File: config.mk
export PLATFORM = sky130hd
export DESIGN_NAME = store_buffer_flat
export DESIGN_NICKNAME = d
export VERILOG_FILES = /design/src/rtl/store_buffer_pkg.sv /design/src/rtl/store_buffer_if.sv /design/src/rtl/store_buffer_cam.sv /design/src/rtl/store_buffer.sv /design/src/flat_wrapper.sv
export SDC_FILE = /design/constraint.sdc
export NUM_CORES = 1
export LEC_CHECK = 0
export ABC_AREA = 0
export CAP_MARGIN = 20
export CORE_UTILIZATION = 50
export CTS_CLUSTER_SIZE = 12
export DETAILED_ROUTE_END_ITERATION = 8
export HOLD_SLACK_MARGIN = 0.05
export PLACE_DENSITY_LB_ADDON = 0.15
export SLEW_MARGIN = 20
export SYNTH_ARGS = -nofsm -noshare
export SYNTH_HDL_FRONTEND = slang
export SYNTH_HIERARCHICAL = 1
export SYNTH_SLANG_ARGS = --single-unit
File: constraint.sdc
create_clock -name clk -period 3.08 [get_ports clk]
set_input_delay 0.616 -clock clk [delete_from_list [all_inputs] [get_ports clk]]
set_output_delay 0.616 -clock clk [all_outputs]
set_load 0.03 [all_outputs]
File: src/rtl/store_buffer_pkg.sv
// Shared types for the store buffer: entry layout, lane widths and byte-enable encodings.
// Word addresses are held at the 32-bit-address width; narrower AW zero-extends into it.
package store_buffer_pkg;

    localparam int unsigned BE_W   = 4;
    localparam int unsigned DATA_W = 32;
    localparam int unsigned WORD_W = 30;

    typedef logic [WORD_W-1:0] word_t;

    typedef struct packed {
        logic              valid;
        word_t             word_addr;
        logic [DATA_W-1:0] wdata;
        logic [BE_W-1:0]   be;
    } sb_entry_t;

    localparam logic [BE_W-1:0] BE_WORD    = 4'b1111;
    localparam logic [BE_W-1:0] BE_HALF_LO = 4'b0011;
    localparam logic [BE_W-1:0] BE_HALF_HI = 4'b1100;
    localparam logic [BE_W-1:0] BE_BYTE0   = 4'b0001;
    localparam logic [BE_W-1:0] BE_BYTE1   = 4'b0010;
    localparam logic [BE_W-1:0] BE_BYTE2   = 4'b0100;
    localparam logic [BE_W-1:0] BE_BYTE3   = 4'b1000;

    // Replace each byte lane of old_data whose enable is set with the lane from new_data.
    function automatic logic [DATA_W-1:0] merge_lanes(
        input logic [DATA_W-1:0] old_data,
        input logic [DATA_W-1:0] new_data,
        input logic [BE_W-1:0]   be
    );
        logic [DATA_W-1:0] result;
        result = old_data;
        for (int unsigned lane = 0; lane < BE_W; lane++) begin
            if (be[lane]) begin
                result[8*lane +: 8] = new_data[8*lane +: 8];
            end
        end
        return result;
    endfunction

endpackage

File: src/rtl/store_buffer_if.sv
// Store, load-probe and memory-bus signals of the store buffer.
// slave: the buffer itself; master: the MEM stage and memory side driving it.
interface store_buffer_if #(
    parameter int unsigned DEPTH = 4,
    parameter int unsigned AW    = 32
);
    import store_buffer_pkg::*;

    logic                   st_valid;
    logic [AW-1:0]          st_addr;
    logic [DATA_W-1:0]      st_wdata;
    logic [BE_W-1:0]        st_be;
    logic                   st_ready;

    logic                   ld_valid;
    logic [AW-1:0]          ld_addr;
    logic [BE_W-1:0]        ld_be;
    logic                   ld_hazard;

    logic                   bus_req;
    logic [AW-1:0]          bus_addr;
    logic [DATA_W-1:0]      bus_wdata;
    logic [BE_W-1:0]        bus_be;
    logic                   bus_ack;

    logic [$clog2(DEPTH):0] count;

    modport slave (
        input  st_valid, st_addr, st_wdata, st_be,
        output st_ready,
        input  ld_valid, ld_addr, ld_be,
        output ld_hazard,
        output bus_req, bus_addr, bus_wdata, bus_be,
        input  bus_ack,
        output count
    );

    modport master (
        output st_valid, st_addr, st_wdata, st_be,
        input  st_ready,
        output ld_valid, ld_addr, ld_be,
        input  ld_hazard,
        input  bus_req, bus_addr, bus_wdata, bus_be,
        output bus_ack,
        input  count
    );

endinterface

File: src/rtl/store_buffer_cam.sv
// Combinational overlap match of a word address + lane mask against every valid entry.
// Used for the load hazard and, when merging is built in, for the merge-hit probe.
module store_buffer_cam
    import store_buffer_pkg::*;
#(
    parameter int unsigned DEPTH = 4
) (
    input  sb_entry_t       entries [DEPTH],
    input  word_t           word,
    input  logic [BE_W-1:0] be,
    output logic [DEPTH-1:0] hits
);

    always_comb begin
        hits = '0;
        for (int unsigned i = 0; i < DEPTH; i++) begin
            hits[i] = entries[i].valid
                   && (entries[i].word_addr == word)
                   && ((entries[i].be & be) != '0);
        end
    end

endmodule

File: src/rtl/store_buffer.sv
// In-order store queue draining to the data-memory bus with load-overlap detection.
// Optional macro STORE_BUFFER_MERGE_EN merges pushes into the youngest non-head entry.
module store_buffer
    import store_buffer_pkg::*;
#(
    parameter int unsigned DEPTH = 4,
    parameter int unsigned AW    = 32
) (
    input  logic          clk,
    input  logic          reset_n,
    store_buffer_if.slave sb
);

    localparam int unsigned PW = $clog2(DEPTH);
    localparam int unsigned CW = PW + 1;

    sb_entry_t        entries [DEPTH];
    logic [PW-1:0]    head;
    logic [PW-1:0]    tail;
    logic [CW-1:0]    cnt;

    logic             full;
    logic             empty;
    logic [PW-1:0]    youngest;
    word_t            st_word;
    word_t            ld_word;
    logic [DEPTH-1:0] ld_hits;
    logic             merge_hit;
    logic             push_ok;
    logic             alloc;
    logic             pop;
    logic             unused_addr_bits;

    assign full     = (cnt == CW'(DEPTH));
    assign empty    = (cnt == '0);
    assign youngest = tail - PW'(1);
    assign st_word  = word_t'(sb.st_addr[AW-1:2]);
    assign ld_word  = word_t'(sb.ld_addr[AW-1:2]);

    assign unused_addr_bits = ^{sb.st_addr[1:0], sb.ld_addr[1:0]};

    store_buffer_cam #(.DEPTH(DEPTH)) u_ld_cam (
        .entries (entries),
        .word    (ld_word),
        .be      (sb.ld_be),
        .hits    (ld_hits)
    );

`ifdef STORE_BUFFER_MERGE_EN
    logic [DEPTH-1:0] mg_hits;

    // Probing with all lanes set turns the overlap CAM into a plain word-address match.
    store_buffer_cam #(.DEPTH(DEPTH)) u_mg_cam (
        .entries (entries),
        .word    (st_word),
        .be      (BE_WORD),
        .hits    (mg_hits)
    );

    // With a single entry the youngest is the head on the bus, which must stay stable.
    assign merge_hit   = (cnt > CW'(1)) && mg_hits[youngest];
    assign sb.st_ready = !full || merge_hit;
`else
    assign merge_hit   = 1'b0;
    assign sb.st_ready = !full;
`endif

    assign push_ok = sb.st_valid && sb.st_ready && (sb.st_be != '0);
    assign alloc   = push_ok && !merge_hit;
    assign pop     = sb.bus_req && sb.bus_ack;

    assign sb.ld_hazard = sb.ld_valid && (ld_hits != '0);
    assign sb.count     = cnt;
    assign sb.bus_req   = !empty;
    assign sb.bus_addr  = empty ? '0 : {entries[head].word_addr[AW-3:0], 2'b00};
    assign sb.bus_wdata = empty ? '0 : entries[head].wdata;
    assign sb.bus_be    = empty ? '0 : entries[head].be;

    // Alloc/pop never hit the same slot (that needs empty or full); a merge never targets the head.
    always_ff @(posedge clk or negedge reset_n) begin
        if (!reset_n) begin
            head <= '0;
            tail <= '0;
            cnt  <= '0;
            for (int unsigned i = 0; i < DEPTH; i++) begin
                entries[i] <= '0;
            end
        end else begin
            if (alloc) begin
                entries[tail] <= '{valid:     1'b1,
                                   word_addr: st_word,
                                   wdata:     sb.st_wdata,
                                   be:        sb.st_be};
                tail <= tail + PW'(1);
            end
`ifdef STORE_BUFFER_MERGE_EN
            if (push_ok && merge_hit) begin
                entries[youngest].be    <= entries[youngest].be | sb.st_be;
                entries[youngest].wdata <= merge_lanes(entries[youngest].wdata,
                                                       sb.st_wdata, sb.st_be);
            end
`endif
            if (pop) begin
                entries[head].valid <= 1'b0;
                head <= head + PW'(1);
            end
            unique case ({alloc, pop})
                2'b10:   cnt <= cnt + CW'(1);
                2'b01:   cnt <= cnt - CW'(1);
                default: cnt <= cnt;
            endcase
        end
    end

endmodule
File: src/flat_wrapper.sv
// flat-port wrapper written by rule: the top's interface ports become plain ports
module store_buffer_flat import store_buffer_pkg::*;
#(
    parameter int unsigned DEPTH = 4,
    parameter int unsigned AW    = 32
)
  (clk, reset_n, sb_st_valid, sb_st_addr, sb_st_wdata, sb_st_be, sb_st_ready, sb_ld_valid, sb_ld_addr, sb_ld_be, sb_ld_hazard, sb_bus_req, sb_bus_addr, sb_bus_wdata, sb_bus_be, sb_bus_ack, sb_count);
  store_buffer_if #(.DEPTH(DEPTH), .AW(AW)) sb_i ();
  input  logic clk;
  input  logic reset_n;
  input wire logic [$bits(sb_i.st_valid)-1:0] sb_st_valid;
  input wire logic [$bits(sb_i.st_addr)-1:0] sb_st_addr;
  input wire logic [$bits(sb_i.st_wdata)-1:0] sb_st_wdata;
  input wire logic [$bits(sb_i.st_be)-1:0] sb_st_be;
  output wire logic [$bits(sb_i.st_ready)-1:0] sb_st_ready;
  input wire logic [$bits(sb_i.ld_valid)-1:0] sb_ld_valid;
  input wire logic [$bits(sb_i.ld_addr)-1:0] sb_ld_addr;
  input wire logic [$bits(sb_i.ld_be)-1:0] sb_ld_be;
  output wire logic [$bits(sb_i.ld_hazard)-1:0] sb_ld_hazard;
  output wire logic [$bits(sb_i.bus_req)-1:0] sb_bus_req;
  output wire logic [$bits(sb_i.bus_addr)-1:0] sb_bus_addr;
  output wire logic [$bits(sb_i.bus_wdata)-1:0] sb_bus_wdata;
  output wire logic [$bits(sb_i.bus_be)-1:0] sb_bus_be;
  input wire logic [$bits(sb_i.bus_ack)-1:0] sb_bus_ack;
  output wire logic [$bits(sb_i.count)-1:0] sb_count;
  assign sb_i.st_valid = sb_st_valid;
  assign sb_i.st_addr = sb_st_addr;
  assign sb_i.st_wdata = sb_st_wdata;
  assign sb_i.st_be = sb_st_be;
  assign sb_st_ready = sb_i.st_ready;
  assign sb_i.ld_valid = sb_ld_valid;
  assign sb_i.ld_addr = sb_ld_addr;
  assign sb_i.ld_be = sb_ld_be;
  assign sb_ld_hazard = sb_i.ld_hazard;
  assign sb_bus_req = sb_i.bus_req;
  assign sb_bus_addr = sb_i.bus_addr;
  assign sb_bus_wdata = sb_i.bus_wdata;
  assign sb_bus_be = sb_i.bus_be;
  assign sb_i.bus_ack = sb_bus_ack;
  assign sb_count = sb_i.count;
  store_buffer #(.DEPTH(DEPTH), .AW(AW)) u_core (.clk(clk), .reset_n(reset_n), .sb(sb_i));
endmodule
# After elaboration in Yosys (flattened, before gate mapping)
# Cells that the tools add are included.
# op_classes
n_addsub	4
n_lt_le_gt_ge	4
eq_ne	7
mux	15
n_bitwise	6
reduce_logical	24
# op_table
cell	n
bitwise mux 268 bit	2
2-to-1 mux 268 bit	2
demux 67 bit (select 2 bit)	2
binary-select mux 67 bit (select 2 bit)	1
2-to-1 mux 67 bit	2
2-to-1 mux 66 bit	2
equality test 30 bit	4
2-to-1 mux 32 bit	2
nonzero test 4 bit	6
bitwise AND 4 bit	4
logical AND 1 bit	14
greater-or-equal comparator 3 bit (second input constant)	2
less-than comparator 3 x 1 -> 1 bit (second input constant)	2
NOT 2 -> 3 bit	2
one-hot mux 3 bit (2 select lines)	1
adder 2 x 1 -> 2 bit (second input constant)	2
2-to-1 mux 4 bit	1
adder 3 x 1 -> 3 bit (second input constant)	1
equality test 3 bit (second input constant)	1
logical NOT 3 bit	1
subtractor 3 x 1 -> 3 bit (second input constant)	1
equality test 2 x 1 -> 1 bit (second input constant)	1
equality test 2 bit (second input constant)	1
logical NOT 1 bit	2
nonzero test 2 bit	1
# totals
ff_bits	275
input_bits	109
elab_cells	79

# Depth between registers and ports, before layout
# logic_depth
depth_word	9
depth_mapped	9
depth_no_buf	8

# Modules after synthesis
# Netlist, hierarchy kept.
# modules_own_cells
mod	instances	cells_each	area_each_um2
store_buffer	1	778	13718.2
store_buffer_cam	1	175	1460.2

# Worst setup path after synthesis
# OpenSTA, ideal clock, no wires.
# synth_timing
path_kind	register to register
from	reg u_core.cnt[2] (netlist: u_core/sb.count[2])
to	reg u_core.cnt[2] (netlist: u_core/sb.count[2])
setup_ns	0.080
arrival_ns	2.564
t_required_ns	3.000
setup_slack_ns	0.436
stages_incl_launch_ff	10
path_buffers	1
synth_period_minus_slack_ns	2.644
cell_sequence	dfrtp_1 > or3b_2 > clkbuf_1 > nand3_1 > ha_1 > inv_1 > fa_1 > xor2_1 > nor2_1 > xor2_1
# synth_via
elab_chain_cells	6
elab_cells_between_ends	13
classes_between	add/sub: 2; eq/ne: 3; mux: 1; reduce/logical: 7
# synth_lines
item	line	text
from (decl)	store_buffer.sv:20	logic [CW-1:0] cnt;
from (signal assigned)	store_buffer.sv:108	2'b10: cnt <= cnt + CW'(1);
from (signal assigned)	store_buffer.sv:109	2'b01: cnt <= cnt - CW'(1);
from (signal assigned)	store_buffer.sv:110	default: cnt <= cnt;
equality test 3 bit (*)	store_buffer.sv:34	assign full = (cnt == CW'(DEPTH));
logical NOT 1 bit (*)	store_buffer.sv:65	assign sb.st_ready = !full;
via sb_st_ready	flat_wrapper.sv:15	output wire logic [$bits(sb_i.st_ready)-1:0] sb_st_ready;
logical AND 1 bit (*) (2 in a row)	store_buffer.sv:68	assign push_ok = sb.st_valid && sb.st_ready && (sb.st_be != '0);
equality test 2 x 1 -> 1 bit / equality test 2 bit (equally long branches)	store_buffer.sv:107	unique case ({alloc, pop})
one-hot mux 3 bit (2 select lines) / nonzero test 2 bit (equally long branches)	n/a	
# The timed path passes the listed nets; every way through them passes the cells marked *.
# A chain may end at the register's enable or synchronous reset.

==> summary.txt <==
Worst Hold Class - in2async
Setup WS pre-CTS - -276.5 ps
Slew @ Worst Pin - 688.1 ps
Max-cap viol count - 0
Worst reg2reg path startpoint - u_core/sb.count[0]
Startpoint types - flop
CTS Buf Count - 31
Vias in the first global route - 9719
Gpl congestion - 0.8606
Slew headroom - 0.5413
Leakage - 8.344 nW
CP Capture Type - output pin
Sequential-to-total area share from yosys stat - 0.4534
# H-tree levels - 1
Synth cell types - 35
Max Fclk - 319.0 MHz
Starting DRT DRC Count - 485
Cells after DPL - 1545
Starting density of the core - 0.5108
Fin crit period - 3135 ps
Synth area leaders - dfrtp_1, mux2_4, mux4_2
ANT nets after route - 0
Clock power share - 0.156
Clock Sinks - 275
DR pass1 iterations - 5
Post-route cell area - 18780 um2
Slowest-stage cell, CP - or4_1
Simple-gate area share of the yosys netlist - 0.05556
Ys Warns - 6
GRT overflow - 0
Setup violations, final - 1
Post-synthesis mux area share - 0.3418
Root Buffer - clkbuf_16
Final Hold Violating Endpoints - 0
Worst EP arrival - 2520 ps
Worst endpoint required time - 2460 ps
Sequential group share of total power - 0.304
Hold WS - 67.40 ps
Synth area leader - dfrtp_1
Post-route insts no fill - 1610
Chip Width - 176.2 um
Worst r2r path cells - 9
Combinational family with the most area after synthesis - multiplexers
Unrepaired setup endpoints after global routing - yes
Routed WL per cell - 22.95 um
Area of the mapped netlist - 15180 um2
Total routed wirelength - 36950 um
WP buf/inv - 2
Worst path max stage delay - 530 ps
Comb power frac - 0.540
# hold bufs at CTS - 0
Largest net degree at the start of global routing - 84
Cell breakdown of the critical path - xnor2_1 > buf_4 > nand4_1 > or4_1 > nor3_2 > o41a_1 > buf_6
TritonCTS clock tree - yes
Post-synthesis adder-cell area fraction - 0.008738
Failing checks - negative setup slack
Worst reg2reg setup slack - 600 ps
Floorplan die height - 176.2 um
Num ports - 183
Synth top area share - 0.4534
Period Utilization, post-route - 1.018
Crit Path Class - reg2out
Synth Area in Compound Gates - 0.01756
Die Area - 31060 um2
Synth Instances - 953
Clock skew - 7.857 ps
Post-DP Area - 17640 um2
IO Port Bufs - 176
Row cnt - 63
Crit-path leading delay family - simple AND/OR/NAND/NOR gates
Nets@finish - 1314
DR vias - 9005
RR Endpoint - u_core/sb.count[2]
Status - finished, violations left
Setup TNS - -54.74 ps
CP Max Fanout - 2
Pint - 14.57 mW
Clock Path Buffers - 3
CTS clock-pin slew for the worst setup and hold paths - 60 ps
Initial antenna violation count - 2
Yosys reg bits - 275
Sw Ratio - 0.3738
Total track usage - 0.2478
Sw Pwr - 8.697 mW
Maximum vdd ir drop - 0.6894 mV
DR vias/cell - 5.593
PwrDens - 1239 nW/um2
Fraction of layout cells with a size suffix above 1 - 0.4122
Post-Synth XOR/XNOR Area - 0.07312
Syn_area_per_cell - 15.93 um2
PnR worst setup slack - -54.74 ps
CORE AREA - 29720 um2
Worst skew pair latency - 560 ps
Layout Area Growth over Synthesis - 23.74%
First-pass GRT wire length - 58660 um
Max Slew Vio Count - 0
DP Wirelength - 25140 um
Remaining DRCs - 0
-- timing repair --
action / 4_1_cts / 5_1_grt
endpoints found under the setup margin: 63 / 6
cloned: 0 / 1
resized for setup: 102 / 8
hold endpoints to repair: 0 / 0
buffers inserted: 2 / 4
pin swaps: 6 / 8
-- worst register-to-register path, cell delays in order (launching register included) --
cell and delay, ps:
dfrtp_1 430, or3_2 170, buf_12 290, and2_1 420, ha_1 260, inv_1 60
fa_1 380, xor2_1 150, nor2_1 110, xor2_1 140
-- Yosys cell counts (all sizes together) --
master,count
a221oi,4
a22o,20
a2bb2oi,4
and2,67
and3,4
and4,4
buf,41
clkbuf,19
conb,1
dfrtp,275
fa,1
ha,9
inv,7
mux2,250
mux4,66
nand2,1
nand3,5
nand4,20
nor2,1
nor3,4
nor4,16
o21ai,1
o41a,1
or3,1
or3b,1
or4,5
xnor2,59
xor2,66
-- cell type report --
type                       count  area [um2]
fill                        2297       10940
clock buffer                  40       829.5
antenna                        2       5.005
inverter                       7       26.28
multi-input combinational    612        7687
clock inverter                16       161.4
tap                          390       488.0
timing repair buffer         268        2695
sequential                   275        6889
-- metrics by stage --
| stage | util | total power [mW] |
|---|---|---|
| CTS | 0.6286 | 23.31 |
| global route | 0.6318 | 24.51 |
| floorplan | - | 15.90 |
| global placement | 0.5937 | 19.90 |
| finish | 0.6320 | 23.26 |
| detailed placement | 0.5937 | 20.05 |
-- worst max-delay path by stage --
| stage | end | from | cells after the start | slack [ps] |
|---|---|---|---|---|
| final | sb_ld_hazard | flop | 7 | -50 |
| after global routing | sb_ld_hazard | flop | 7 | -120 |
| after CTS | sb_ld_hazard | flop | 7 | -80 |
| after detailed placement | sb_ld_hazard | sb_ld_be[0] | 7 | -280 |
| after global placement | sb_ld_hazard | sb_ld_be[0] | 8 | -280 |
| after floorplan | u_core/sb.count[2] | u_core/sb.count[2] | 9 | 440 |
-- cells in the final DEF, fill, tap and decap left out, types with 5 or more instances in the layout --
cell,n
clkdlybuf4s50_1,82
nor4_1,11
clkbuf_1,7
nand4_1,20
nand3_1,5
ha_1,9
mux2_2,14
mux2_4,236
mux4_2,66
xnor2_2,13
buf_12,25
clkbuf_16,32
dfrtp_1,273
and2_1,67
dlymetal6s2s_1,6
dlygate4sd2_1,82
a22o_1,16
clkinv_2,11
buf_4,69
inv_1,7
nor4_2,5
xor2_1,66
xnor2_1,46
-- power by group through the flow --
| stage | combinational (mW) | sequential, mW | clock [mW] |
|---|---|---|---|
| 6_report | 12.6 | 7.07 | 3.62 |
| 4_1_cts | 12.5 | 7.09 | 3.70 |
| 3_3_place_gp | 12.9 | 7.05 | 0 |
| 5_1_grt | 13.3 | 7.32 | 3.87 |
| 3_5_place_dp | 13.0 | 7.10 | 0 |
| 2_1_floorplan | 9.37 | 6.54 | 0 |
-- per-layer routing --
layer / GRT usage / vias to the layer above / wire, um
li1: - / 3964 / -
met1: 0.3438 / 4723 / 16330
met2: 0.4022 / 244 / 17870
met3: 0.03768 / 72 / 1721
met4: 0.07464 / 2 / 1025
met5: 0 / - / 8
-- logic make-up after synthesis --
family,Yosys count
AOI/OAI and AO/OA,30
xor gates and xnor gates,125
adders and majority gates,10
buffers and inverters,67
DFF,275
muxes,316
other,1
and+or+nand+nor,129
Power figures use the tool's default switching activity.
